--- config.mk ---
export PLATFORM = sky130hd
export DESIGN_NAME = mem_access_unit_flat
export DESIGN_NICKNAME = d
export VERILOG_FILES = /design/src/rtl/mem_access_unit_if.sv /design/src/rtl/mem_access_unit.sv /design/src/flat_wrapper.sv
export SDC_FILE = /design/constraint.sdc
export NUM_CORES = 1
export LEC_CHECK = 0
export ABC_AREA = 1
export BUFFER_PORTS_ARGS = -buffer_cell sky130_fd_sc_hd__clkbuf_2
export CAP_MARGIN = 25
export CORE_UTILIZATION = 54
export DETAILED_ROUTE_END_ITERATION = 6
export PLACE_DENSITY_LB_ADDON = 0.25
export REMOVE_ABC_BUFFERS = 1
export SLEW_MARGIN = 10
export SYNTH_ARGS = -nofsm -noshare
export SYNTH_HDL_FRONTEND = slang
export SYNTH_SLANG_ARGS = --single-unit
export TNS_END_PERCENT = 20
--- constraint.sdc ---
create_clock -name clk -period 3.1 [get_ports clk]
set_input_delay 0.155 -clock clk [delete_from_list [all_inputs] [get_ports clk]]
set_output_delay 0.155 -clock clk [all_outputs]
set_load 0.05 [all_outputs]
--- src/rtl/mem_access_unit_if.sv ---
// Pipeline-side and data-memory-side signals of the MEM stage access unit.
// The unit itself uses the master view; the pipeline/memory environment uses slave.
interface mem_access_unit_if;
  logic [3:0]  mem_read_in;
  logic [2:0]  mem_write_in;
  logic [31:0] addr_in;
  logic [31:0] wdata_in;
  logic        busy_out;
  logic [31:0] load_data_out;
  logic        load_valid_out;
  logic        err_out;
  logic [1:0]  err_code_out;
  logic        mem_req_out;
  logic        mem_we_out;
  logic [31:0] mem_addr_out;
  logic [3:0]  mem_be_out;
  logic [31:0] mem_wdata_out;
  logic [31:0] mem_rdata_in;
  logic        mem_ack_in;

  modport master (
    input  mem_read_in, mem_write_in, addr_in, wdata_in, mem_rdata_in, mem_ack_in,
    output busy_out, load_data_out, load_valid_out, err_out, err_code_out,
    output mem_req_out, mem_we_out, mem_addr_out, mem_be_out, mem_wdata_out
  );

  modport slave (
    output mem_read_in, mem_write_in, addr_in, wdata_in, mem_rdata_in, mem_ack_in,
    input  busy_out, load_data_out, load_valid_out, err_out, err_code_out,
    input  mem_req_out, mem_we_out, mem_addr_out, mem_be_out, mem_wdata_out
  );
endinterface

--- src/rtl/mem_access_unit.sv ---
// MEM-stage load/store unit: one req/ack word-bus access per op, DONE one cycle after ack.
// Stalls the pipeline (busy_out) from op arrival until the access completes, errors or times out.
module mem_access_unit #(
  parameter int MAX_WAIT = 255
) (
  input logic               clk,
  input logic               rst,
  mem_access_unit_if.master bus
);

  localparam int CW = (MAX_WAIT < 2) ? 1 : $clog2(MAX_WAIT + 1);

  typedef enum logic [1:0] {S_IDLE, S_REQ, S_DONE} state_t;

  state_t        r_state, w_state_nxt;
  logic [CW-1:0] r_cnt;
  logic [CW-1:0] w_cnt_inc;
  logic          r_we;
  logic          r_unsigned;
  logic [1:0]    r_size;
  logic [31:0]   r_addr;
  logic [3:0]    r_be;
  logic [31:0]   r_wdata;
  logic [31:0]   r_load_data;
  logic          r_load_vld;
  logic          r_err;
  logic [1:0]    r_err_code;

  logic          w_is_ld, w_is_st, w_op;
  logic [2:0]    w_f3;
  logic [1:0]    w_size;
  logic          w_illegal, w_misalign, w_timeout, w_req;
  logic [3:0]    w_be;
  logic [31:0]   w_wdata;
  logic [7:0]    w_lane8;
  logic [15:0]   w_lane16;
  logic [31:0]   w_extract;
  logic          w_busy, w_latch, w_err_set, w_load_done;
  logic [1:0]    w_err_code;

  assign w_is_ld = bus.mem_read_in[3];
  assign w_is_st = bus.mem_write_in[2];
  assign w_op    = w_is_ld | w_is_st;
  assign w_f3    = bus.mem_read_in[2:0];
  assign w_size  = w_is_ld ? w_f3[1:0] : bus.mem_write_in[1:0];

  assign w_illegal = (w_is_ld & w_is_st)
                   | (w_is_ld & (w_f3 == 3'b011 || w_f3 == 3'b110 || w_f3 == 3'b111))
                   | (w_is_st & (bus.mem_write_in[1:0] == 2'b11));
  assign w_misalign = ((w_size == 2'b01) & bus.addr_in[0])
                    | ((w_size == 2'b10) & (bus.addr_in[1:0] != 2'b00));

  always_comb begin
    w_be    = 4'b1111;
    w_wdata = bus.wdata_in;
    case (w_size)
      2'b00: begin
        w_be    = 4'b0001 << bus.addr_in[1:0];
        w_wdata = {4{bus.wdata_in[7:0]}};
      end
      2'b01: begin
        w_be    = bus.addr_in[1] ? 4'b1100 : 4'b0011;
        w_wdata = {2{bus.wdata_in[15:0]}};
      end
      default: ;
    endcase
  end

  // Lane selection uses the offset latched at issue, not the live addr_in.
  always_comb begin
    w_lane8 = bus.mem_rdata_in[7:0];
    case (r_addr[1:0])
      2'b01:   w_lane8 = bus.mem_rdata_in[15:8];
      2'b10:   w_lane8 = bus.mem_rdata_in[23:16];
      2'b11:   w_lane8 = bus.mem_rdata_in[31:24];
      default: ;
    endcase
    w_lane16 = r_addr[1] ? bus.mem_rdata_in[31:16] : bus.mem_rdata_in[15:0];
    case (r_size)
      2'b00:   w_extract = r_unsigned ? {24'b0, w_lane8} : {{24{w_lane8[7]}}, w_lane8};
      2'b01:   w_extract = r_unsigned ? {16'b0, w_lane16} : {{16{w_lane16[15]}}, w_lane16};
      default: w_extract = bus.mem_rdata_in;
    endcase
  end

  assign w_cnt_inc = r_cnt + CW'(1);
  assign w_timeout = (MAX_WAIT != 0) && (w_cnt_inc == CW'(MAX_WAIT));

  always_comb begin
    w_state_nxt = r_state;
    w_busy      = 1'b0;
    w_latch     = 1'b0;
    w_err_set   = 1'b0;
    w_err_code  = 2'b00;
    w_load_done = 1'b0;
    case (r_state)
      S_IDLE: begin
        if (w_op) begin
          w_busy = 1'b1;
          if (w_illegal) begin
            w_state_nxt = S_DONE;
            w_err_set   = 1'b1;
            w_err_code  = 2'b10;
          end else if (w_misalign) begin
            w_state_nxt = S_DONE;
            w_err_set   = 1'b1;
            w_err_code  = 2'b01;
          end else begin
            w_state_nxt = S_REQ;
            w_latch     = 1'b1;
          end
        end
      end
      S_REQ: begin
        w_busy = 1'b1;
        // An ack arriving on the timeout cycle still completes the access.
        if (bus.mem_ack_in) begin
          w_state_nxt = S_DONE;
          w_load_done = ~r_we;
        end else if (w_timeout) begin
          w_state_nxt = S_DONE;
          w_err_set   = 1'b1;
          w_err_code  = 2'b11;
        end
      end
      default: w_state_nxt = S_IDLE;
    endcase
  end

  always_ff @(posedge clk) begin
    if (rst) begin
      r_state     <= S_IDLE;
      r_cnt       <= '0;
      r_we        <= 1'b0;
      r_unsigned  <= 1'b0;
      r_size      <= 2'b00;
      r_addr      <= '0;
      r_be        <= '0;
      r_wdata     <= '0;
      r_load_data <= '0;
      r_load_vld  <= 1'b0;
      r_err       <= 1'b0;
      r_err_code  <= 2'b00;
    end else begin
      r_state    <= w_state_nxt;
      r_load_vld <= w_load_done;
      r_err      <= w_err_set;
      r_cnt      <= (r_state == S_REQ) ? w_cnt_inc : '0;
      if (w_err_set)   r_err_code  <= w_err_code;
      if (w_load_done) r_load_data <= w_extract;
      if (w_latch) begin
        r_we       <= w_is_st;
        r_unsigned <= w_f3[2];
        r_size     <= w_size;
        r_addr     <= bus.addr_in;
        r_be       <= w_be;
        r_wdata    <= w_wdata;
      end
    end
  end

  assign w_req              = (r_state == S_REQ);
  assign bus.busy_out       = w_busy;
  assign bus.mem_req_out    = w_req;
  assign bus.mem_we_out     = w_req & r_we;
  assign bus.mem_addr_out   = w_req ? {r_addr[31:2], 2'b00} : 32'h0;
  assign bus.mem_be_out     = w_req ? r_be : 4'h0;
  assign bus.mem_wdata_out  = w_req ? r_wdata : 32'h0;
  assign bus.load_data_out  = r_load_data;
  assign bus.load_valid_out = r_load_vld;
  assign bus.err_out        = r_err;
  assign bus.err_code_out   = r_err_code;

endmodule
--- src/flat_wrapper.sv ---
// flat-port wrapper written by rule: the top's interface ports become plain ports
module mem_access_unit_flat 
#(
  parameter int MAX_WAIT = 255
)
  (clk, rst, bus_mem_read_in, bus_mem_write_in, bus_addr_in, bus_wdata_in, bus_mem_rdata_in, bus_mem_ack_in, bus_busy_out, bus_load_data_out, bus_load_valid_out, bus_err_out, bus_err_code_out, bus_mem_req_out, bus_mem_we_out, bus_mem_addr_out, bus_mem_be_out, bus_mem_wdata_out);
  mem_access_unit_if bus_i ();
  input logic clk;
  input logic rst;
  input wire logic [$bits(bus_i.mem_read_in)-1:0] bus_mem_read_in;
  input wire logic [$bits(bus_i.mem_write_in)-1:0] bus_mem_write_in;
  input wire logic [$bits(bus_i.addr_in)-1:0] bus_addr_in;
  input wire logic [$bits(bus_i.wdata_in)-1:0] bus_wdata_in;
  input wire logic [$bits(bus_i.mem_rdata_in)-1:0] bus_mem_rdata_in;
  input wire logic [$bits(bus_i.mem_ack_in)-1:0] bus_mem_ack_in;
  output wire logic [$bits(bus_i.busy_out)-1:0] bus_busy_out;
  output wire logic [$bits(bus_i.load_data_out)-1:0] bus_load_data_out;
  output wire logic [$bits(bus_i.load_valid_out)-1:0] bus_load_valid_out;
  output wire logic [$bits(bus_i.err_out)-1:0] bus_err_out;
  output wire logic [$bits(bus_i.err_code_out)-1:0] bus_err_code_out;
  output wire logic [$bits(bus_i.mem_req_out)-1:0] bus_mem_req_out;
  output wire logic [$bits(bus_i.mem_we_out)-1:0] bus_mem_we_out;
  output wire logic [$bits(bus_i.mem_addr_out)-1:0] bus_mem_addr_out;
  output wire logic [$bits(bus_i.mem_be_out)-1:0] bus_mem_be_out;
  output wire logic [$bits(bus_i.mem_wdata_out)-1:0] bus_mem_wdata_out;
  assign bus_i.mem_read_in = bus_mem_read_in;
  assign bus_i.mem_write_in = bus_mem_write_in;
  assign bus_i.addr_in = bus_addr_in;
  assign bus_i.wdata_in = bus_wdata_in;
  assign bus_i.mem_rdata_in = bus_mem_rdata_in;
  assign bus_i.mem_ack_in = bus_mem_ack_in;
  assign bus_busy_out = bus_i.busy_out;
  assign bus_load_data_out = bus_i.load_data_out;
  assign bus_load_valid_out = bus_i.load_valid_out;
  assign bus_err_out = bus_i.err_out;
  assign bus_err_code_out = bus_i.err_code_out;
  assign bus_mem_req_out = bus_i.mem_req_out;
  assign bus_mem_we_out = bus_i.mem_we_out;
  assign bus_mem_addr_out = bus_i.mem_addr_out;
  assign bus_mem_be_out = bus_i.mem_be_out;
  assign bus_mem_wdata_out = bus_i.mem_wdata_out;
  mem_access_unit #(.MAX_WAIT(MAX_WAIT)) u_core (.clk(clk), .rst(rst), .bus(bus_i));
endmodule
Word-level counts from Yosys, hierarchy flattened

Cells that the tools add are included.

Logic and storage cells: 86
Flip-flop bits (word level): 118

Bitwise operators: 12
Eq/ne operators: 14
$add $sub $neg: 1
Shift operators: 1
Reduce and logical (&&, ||, !) cells: 8
Multiplexer cells: 38

Operators by type and width:

| operator                                            | number |
|---|---|
| 2-to-1 mux 32 bit                                   | 4 |
| one-hot mux 32 bit (2 select lines)                 | 2 |
| one-hot mux 8 bit (3 select lines)                  | 1 |
| 2-to-1 mux 2 bit                                    | 10 |
| 2-to-1 mux 16 bit                                   | 1 |
| 2-to-1 mux 1 bit                                    | 13 |
| adder 8 x 1 -> 8 bit, second input constant         | 1 |
| equality test 2 x 1 -> 1 bit, second input constant | 4 |
| equality test 2 bit, second input constant          | 4 |
| equality test 8 bit, second input constant          | 1 |
| 2-to-1 mux 4 bit                                    | 2 |
| one-hot mux 2 bit (2 select lines)                  | 2 |
| one-hot mux 4 bit (2 select lines)                  | 1 |
| bitwise AND 1 bit                                   | 6 |
| equality test 3 bit, second input constant          | 2 |
| logical NOT 2 bit                                   | 3 |
| bitwise OR 1 bit                                    | 4 |
| one-hot mux 1 bit (2 select lines)                  | 2 |
| left shift 1 x 2 -> 4 bit, first input constant     | 1 |
| equality test 3 x 2 -> 1 bit, second input constant | 1 |
| != test 3 x 2 -> 1 bit, second input constant       | 1 |
| logical OR 1 bit                                    | 2 |
| != test 2 x 1 -> 1 bit, second input constant       | 1 |
| NOT 1 bit                                           | 2 |
| 3 further kinds                                     | 3 |

Depth between registers and ports, before layout

Gate-level depths: netlist (run 1).

Word-level depth: 9
Gate-level depth with buffers: 11
Mapped depth without buffers: 11

Worst setup path after synthesis (run 1)

Ideal clock, no wire load.

Kind: register to output
From: reg u_core.r_state[0]
To: out bus_mem_addr_out[10]
Stages on the path, launching flop included: 7
Path buffers: 2
Slack: 531 ps
Arrival: 2414 ps
Cells stage by stage: dfxtp_1 inv_1 nor2_1 inv_1 clkbuf_1 clkbuf_1 nor2_1

Word-level cells in the longest chain between the ends: 2

RTL lines:

| what                         | line                   | source |
|---|---|---|
| from (decl)                  | mem_access_unit.sv:15  | `state_t r_state, w_state_nxt;` |
| from (signal assigned)       | mem_access_unit.sv:145 | `r_state <= w_state_nxt;` |
| equality test 2 x 1 -> 1 bit | mem_access_unit.sv:162 | `assign w_req = (r_state == S_REQ);` |
| net bus_mem_req_out          | flat_wrapper.sv:21     | `output wire logic [$bits(bus_i.mem_req_out)-1:0] bus_mem_req_out;` |
| 2-to-1 mux 32 bit            | mem_access_unit.sv:166 | `assign bus.mem_addr_out = w_req ? {r_addr[31:2], 2'b00} : 32'h0;` |
| to (decl)                    | flat_wrapper.sv:23     | `output wire logic [$bits(bus_i.mem_addr_out)-1:0] bus_mem_addr_out;` |

The timed path passes the listed nets, and every way through them passes these cells.

Worst setup path after layout (run 1)

From: reg u_core.r_state[0]
To: out bus_mem_addr_out[10]

Word-level cells in the longest chain between the ends: 2

RTL lines:

| what                         | line |
|---|---|
| equality test 2 x 1 -> 1 bit | mem_access_unit.sv:162 |
| 2-to-1 mux 32 bit            | mem_access_unit.sv:166 |

Every way passes these cells.

==> flow_metrics.py, run 1 <==
metrics = {
    "setup_path": {
        "crit_required_ns": 2.94,
        "startpoint_type": "register",
        "r2r_cells": 8,
        "cp-end-kind": "primary output",
        "cp_max_fo": 32,
        "path_class": "reg -> out",
        "critPathArrivalTime_ns": 2.24,
    },
    "route": {
        "routed_via_density": 5.15,
        "wl_mm": 17.7,
        "wl_per_cell_um": 13.6,
        "drt-pass1-iter-count": 5,
        "via_count": 6716,
        "detail_route.iter0.violations": 574,
        "post-route-drc-count": 0,
        "ant_nets": 0,
    },
    "power": {
        "power_density_mw_per_mm2": 580,
        "switching_power_mw": 1.48,
        "p_clk_share_pct": 40.9,
        "ir_drop_mv": 0.350,
        "fin_total_pwr_mw": 4.68,
        "p_int_mw": 3.20,
        "p_leak_nw": 3.91,
        "seqPwrFrac_pct": 37.1,
        "p_sw_share_pct": 31.6,
        "power_frac_comb_pct": 21.9,
    },
    "yosys": {
        "synthMuxAreaShare_pct": 0,
        "synth_top_family_by_area": "simple AND/OR/NAND/NOR gates",
        "synth-simple-area-share_pct": 27.4,
        "synthXorXnorAreaFrac_pct": 0,
        "synthDistinctLibCells": 30,
        "synth_top_flop_cell": "dfxtp_1",
        "seq_area_frac_synth_pct": 40.8,
        "postSynthCellCount": 902,
        "ys_ff_latch": 118,
        "synth.avg_cell_area_um2": 6.42,
        "ys_async_sr_fraction_pct": 0,
        "synthAdderAreaFrac_pct": 0.432,
        "yosysWarnings": 0,
        "yosys-top-cells-area": "dfxtp_1 (41%), nor2_1 (13%), nand2_1 (11%)",
        "synth_compound_area_share_pct": 18.8,
        "synth.top_cell.area_share_pct": 40.8,
        "synth_edf_count": 0,
        "syn-cell-area_mm2": 0.00579,
        "yosysTopAreaCell": "dfxtp_1",
    },
    "floorplanning": {
        "die_area_mm2": 0.0111,
        "die_w_um": 106,
        "fp-row-count": 37,
        "ios": 213,
        "initial_core_util_pct": 55.8,
        "die_y_um": 106,
        "core_mm2": 0.0104,
    },
    "final_layout": {
        "syn2layout_area_growth_pct": 39.4,
        "layout_common_cells": "clkbuf_2 (210), nor2_1 (200), nand2_1 (166), inv_1 (119), dfxtp_1 (118)",
        "final_common_cell": "clkbuf_2",
        "final_cell_area_mm2": 0.00807,
        "fill_cells": 783,
        "drive_gt1_share_pct": 22.5,
        "num_antenna_cells": 0,
        "fin_nets": 1263,
    },
    "global_route": {
        "grt_pass1_wl_mm": 28.6,
        "antenna_found_initial": 0,
        "grt_max_degree": 75,
        "grt.total_usage_pct": 32.0,
        "overflow": 0,
        "grt_pass1_vias": 6160,
    },
    "placement": {
        "portBuffers": 210,
        "hpwl_mm": 10.8,
        "place_area_mm2": 0.00684,
        "finalWeightedCongestion": 0.903,
    },
    "sta": {
        "drv_slew": 0,
        "fin_setup_tns_ns": 0,
        "setup_violations": 0,
        "clock_skew_ns": 0.0126,
        "relSlewSlack_pct": 44.9,
        "fin_crit_sh_pct": 77.2,
        "worst_slew_pin_slew_ns": 0.821,
        "rsz0062_at_grt": "no",
        "fmax_ghz": 0.418,
        "fin_crit_ns": 2.39,
        "final-hold-violation-count": 0,
    },
    "job": {
        "drv_cap": 0,
    },
    "clock_tree": {
        "path_clk_slew_ns": 0.06,
        "cts_buffers": 17,
        "clock_latency_ns": 0.51,
        "cts_root_buffer": "clkbuf_8",
        "cts_resized": 0,
        "clk_path_buf_depth": 2,
        "htreeDepth": 4,
        "cts_sinks": 118,
        "cts_tree": "yes",
    },
    "worst_hold_path": {
        "hold_depth": 3,
        "holdCritPathClass": "in -> reg",
    },
    "run_status": {
        "status": "finished clean",
    },
}
## what timing repair did
action | 4_1_cts | 5_1_grt
hold buffers | 65 | 0
setup endpoints to repair | 0 | 0
endpoints found under the hold margin | 66 | 0
setup buffers | 0 | 0
## registers in the layout (all words and copies together) (netlist names)
register / cells
u_core.r_state: 2
u_core.r_unsigned: 1
u_core.r_we: 1
u_core.r_addr: 32
u_core.r_be: 4
u_core.bus.load_data_out: 32
u_core.r_wdata: 32
u_core.r_size: 2
u_core.bus.err_out: 1
u_core.bus.err_code_out: 2
u_core.r_cnt: 8
u_core.bus.load_valid_out: 1
## power groups by stage
stage	Sequential, mW	Combinational (mW)	Clock (mW)
after floorplan	1.86	0.539	0
after global placement	1.76	0.929	0
after detailed placement	1.76	0.940	0
after CTS	1.73	1.01	1.93
after global routing	1.75	1.13	2.02
final	1.74	1.03	1.91
## synth_stat cells (2+ instances only)
cell and n:
buf_4 5, clkbuf_1 29, nand4_1 5, a31o_2 5, o221ai_1 7, nor2_1 200, nor2_4 2, o21ai_1 32
inv_1 121, ha_1 2, buf_2 13, o211ai_1 3, dfxtp_1 118, nand2_1 166, a21oi_1 62, a211oi_1 2
a31oi_1 8, o21ai_0 77, nand2_2 2, o21a_1 2, buf_6 4, nand3_1 29
## per-stage QoR
step           cells  hold slack, ns  setup WS [ns]  util [%]
2_1_floorplan    851           0.224        -0.0895         -
3_3_place_gp    1207           0.378           1.01      66.0
3_5_place_dp    1207           0.385          0.967      66.0
4_1_cts         1303         0.00247          0.685      77.8
5_1_grt         1303          0.0184          0.562      77.8
6_report        1303         0.00880          0.705      77.8
## layout make-up
type	count	area (um2)	share of cell area, %
clock buffers	18	418	5.18
well taps	136	170	2.11
multi-input cells	609	2700	33.5
inverters	124	467	5.78
flip-flops and latches	118	2360	29.3
clock inverters	13	159	1.97
repair buffers	285	1790	22.2
## cell families (layout without fill, tap and decap cells)
| family | Yosys count | in the layout |
|---|---|---|
| and+or+nand+nor | 404 | 404 |
| adders and majority gates | 2 | 2 |
| AOI/OAI and AO/OA | 201 | 201 |
| other | 1 | 2 |
| buffers and inverters | 176 | 440 |
| DFF | 118 | 118 |
## path summary, 6_finish.rpt
| check | startpoint | slack (ns) | to |
|---|---|---|---|
| max | u_core.r_state[0] | 0.71 | bus_mem_addr_out[10] |
| min | bus_mem_rdata_in[9] | 0.009 | u_core.bus.load_data_out[9] |
| max reg2reg | u_core.r_state[0] | 0.90 | u_core.bus.load_data_out[27] |
| min reg2reg | u_core.r_wdata[0] | 0.46 | u_core.r_wdata[0] |
## critical path, stage by stage, from the launching register on
cell and delay, ns:
dfxtp_1 0.35, inv_1 0.08, nor2_1 0.22, inv_2 0.29, buf_4 0.30, nor2_1 0.16, clkbuf_2 0.32
## per-layer routing
metal  GRT usage, %  wire length, um  vias to the layer above
met5              0                0                        -
met4           12.1              364                        0
met3           8.41             1490                       32
met2           55.2             8640                      335
met1           38.0             7170                     3004
li1               -                -                     3345
(Power assumes the default switching activity.)
==> run 2, diff against run 1 <==
CORE_UTILIZATION = 50   (was 54)
clock period = 2.5 ns   (was 3.1 ns; I/O delays follow)
==> flow_metrics.py, run 2 (synthesized netlist as in run 1, its figures left out) <==
metrics = {
    "sta": {
        "holdWs_ns": 0.00772,
        "drv_slew": 0,
        "rsz0062_at_grt": "no",
        "setup_violations": 0,
        "final-hold-violation-count": 0,
        "clock_skew_ns": 0.0101,
        "fmax_ghz": 0.445,
        "fin_crit_sh_pct": 89.9,
        "relSlewSlack_pct": 47.4,
        "worst_slew_pin_slew_ns": 0.788,
        "fin_setup_tns_ns": 0,
        "fin_crit_ns": 2.25,
    },
    "setup_path": {
        "r2r_end": "u_core.bus.load_data_out[25]",
        "reg2reg_from": "u_core.r_state[0]",
        "cp-end-kind": "primary output",
        "r2r_cells": 9,
        "cpMostUsedCell": "nor2_1",
        "cp_max_fo": 38,
        "crit_buf_inv": 4,
        "path_cells": "inv_1 > nor2_1 > inv_2 > buf_4 > nor2_1 > clkbuf_2",
        "startpoint_type": "register",
        "path_depth": 6,
        "critPathArrivalTime_ns": 2.12,
        "path_class": "reg -> out",
        "crit_path_start": "u_core.r_state[0]",
        "max_stage_delay_ns": 0.35,
        "r2r_setup_slack_ns": 0.61,
        "crit_family": "buffers and inverters",
        "endpoint": "bus_mem_addr_out[17]",
        "slowest_stage": "dfxtp_1",
        "crit_required_ns": 2.38,
    },
    "clock_tree": {
        "post-cts-setup-buffers": 0,
        "cts_sinks": 118,
        "clk_path_buf_depth": 2,
        "cts_root_buffer": "clkbuf_16",
        "clock_latency_ns": 0.41,
        "htreeDepth": 4,
        "cts_buffers": 17,
        "cts_tree": "yes",
        "path_clk_slew_ns": 0.05,
    },
    "final_layout": {
        "fill_cells": 953,
        "fin_nets": 1244,
        "drive_gt1_share_pct": 23.9,
        "layout_common_cells": "clkbuf_2 (210), nor2_1 (200), nand2_1 (166), inv_1 (119), dfxtp_1 (118)",
        "syn2layout_area_growth_pct": 36.5,
        "final_common_cell": "clkbuf_2",
        "post-route-util_pct": 71.3,
    },
    "global_route": {
        "grt_max_degree": 66,
        "grt_pass1_wl_mm": 27.1,
        "grt.total_usage_pct": 28.6,
        "overflow": 0,
        "antenna_found_initial": 0,
        "grt_pass1_vias": 6019,
    },
    "power": {
        "ir_drop_mv": 0.621,
        "power_density_mw_per_mm2": 751,
        "p_leak_nw": 3.85,
        "p_int_mw": 4.06,
        "fin_total_pwr_mw": 5.93,
        "p_sw_share_pct": 31.6,
        "p_clk_share_pct": 42.5,
        "seqPwrFrac_pct": 36.3,
        "switching_power_mw": 1.87,
        "power_frac_comb_pct": 21.2,
    },
    "route": {
        "drt-pass1-iter-count": 5,
        "wl_per_cell_um": 13.3,
        "detail_route.iter0.violations": 483,
        "via_count": 6565,
        "wl_mm": 17.1,
        "ant_nets": 0,
        "routed_via_density": 5.09,
        "post-route-drc-count": 0,
    },
    "worst_hold_path": {
        "holdCritPathClass": "in -> reg",
    },
    "floorplanning": {
        "initial_core_util_pct": 52.3,
        "die_y_um": 110,
        "core_mm2": 0.0111,
        "die_w_um": 110,
        "fp-row-count": 38,
        "ios": 213,
        "die_area_mm2": 0.0120,
    },
    "placement": {
        "finalWeightedCongestion": 0.844,
        "hpwl_mm": 11.3,
        "portBuffers": 210,
    },
    "job": {
        "drv_cap": 0,
    },
    "run_status": {
        "status": "finished clean",
    },
}
[run 2: cell count changes in the layout (fill, tap and decap cells not counted), sizes merged, moves of 2 or more]
cell / delta
dlygate4sd3: -29
buf: +10
inv: +3
clkinvlp: -2
[run 2: routing by layer]
metal  part of all wire [%]  up-vias  routed length, um  global-route usage (%)
met4                    2.6        0                450                    12.0
met1                     43     2927               7340                    34.4
met2                     46      288               7920                    48.0
met5                      0        -                  0                       0
li1                       -     3308                  -                       -
met3                    8.3       42               1420                    7.88
[run 2: power groups by stage]
stage	clock, mW	sequential [mW]	combinational, mW
3_3_place_gp	0	2.18	1.18
2_1_floorplan	0	2.30	0.668
4_1_cts	2.54	2.15	1.25
6_report	2.52	2.15	1.26
3_5_place_dp	0	2.19	1.20
5_1_grt	2.63	2.17	1.39
[run 2: worst reg2reg max path: cells and delay by family, from the launching register on]
kind | cells | cell delay [ns]
DFF | 1 | 0.35
buffers and inverters | 5 | 0.76
and+or+nand+nor | 2 | 0.30
AOI/OAI and AO/OA | 2 | 0.36
[run 2: final cells by class]
class	count	area [um2]	share of cell area, %
multi-input combinational	609	2700	34.2
sequential	118	2360	29.9
timing repair buffer	266	1570	19.9
inverter	124	467	5.91
clock buffer	19	443	5.61
tap	140	175	2.22
clock inverter	13	173	2.19
antenna	1	2.50	0.0317
[run 2: what timing repair did]
| action | in CTS | in global routing |
|---|---|---|
| hold endpoints to repair | 36 | 0 |
| hold buffers | 36 | 0 |
| gates resized for setup | 0 | 0 |
| setup endpoints to repair | 0 | 0 |
[run 2: metrics by stage]
stage | instances | cell area, um2 | setup slack [ns]
final | 1290 | 7900 | 0.252
after global routing | 1289 | 7900 | 0.159
after CTS | 1289 | 7900 | 0.323
after detailed placement | 1221 | 6920 | 0.628
after global placement | 1221 | 6920 | 0.659
after floorplan | 851 | 5530 | -0.659
[run 2: worst min path at each step]
| stage | startpoint | to | slack (ns) | cells past startpoint |
|---|---|---|---|---|
| 2_1_floorplan | rst | u_core.bus.err_out | 0.19 | 1 |
| 3_5_place_dp | bus_addr_in[29] | u_core.r_addr[29] | 0.36 | 3 |
| 6_report | bus_mem_rdata_in[15] | u_core.bus.load_data_out[15] | 0.008 | 3 |
| 5_1_grt | bus_mem_rdata_in[2] | u_core.bus.load_data_out[2] | 0.02 | 3 |
| 3_3_place_gp | bus_addr_in[25] | u_core.r_addr[25] | 0.35 | 3 |
| 4_1_cts | bus_wdata_in[0] | u_core.r_wdata[0] | 0.001 | 3 |
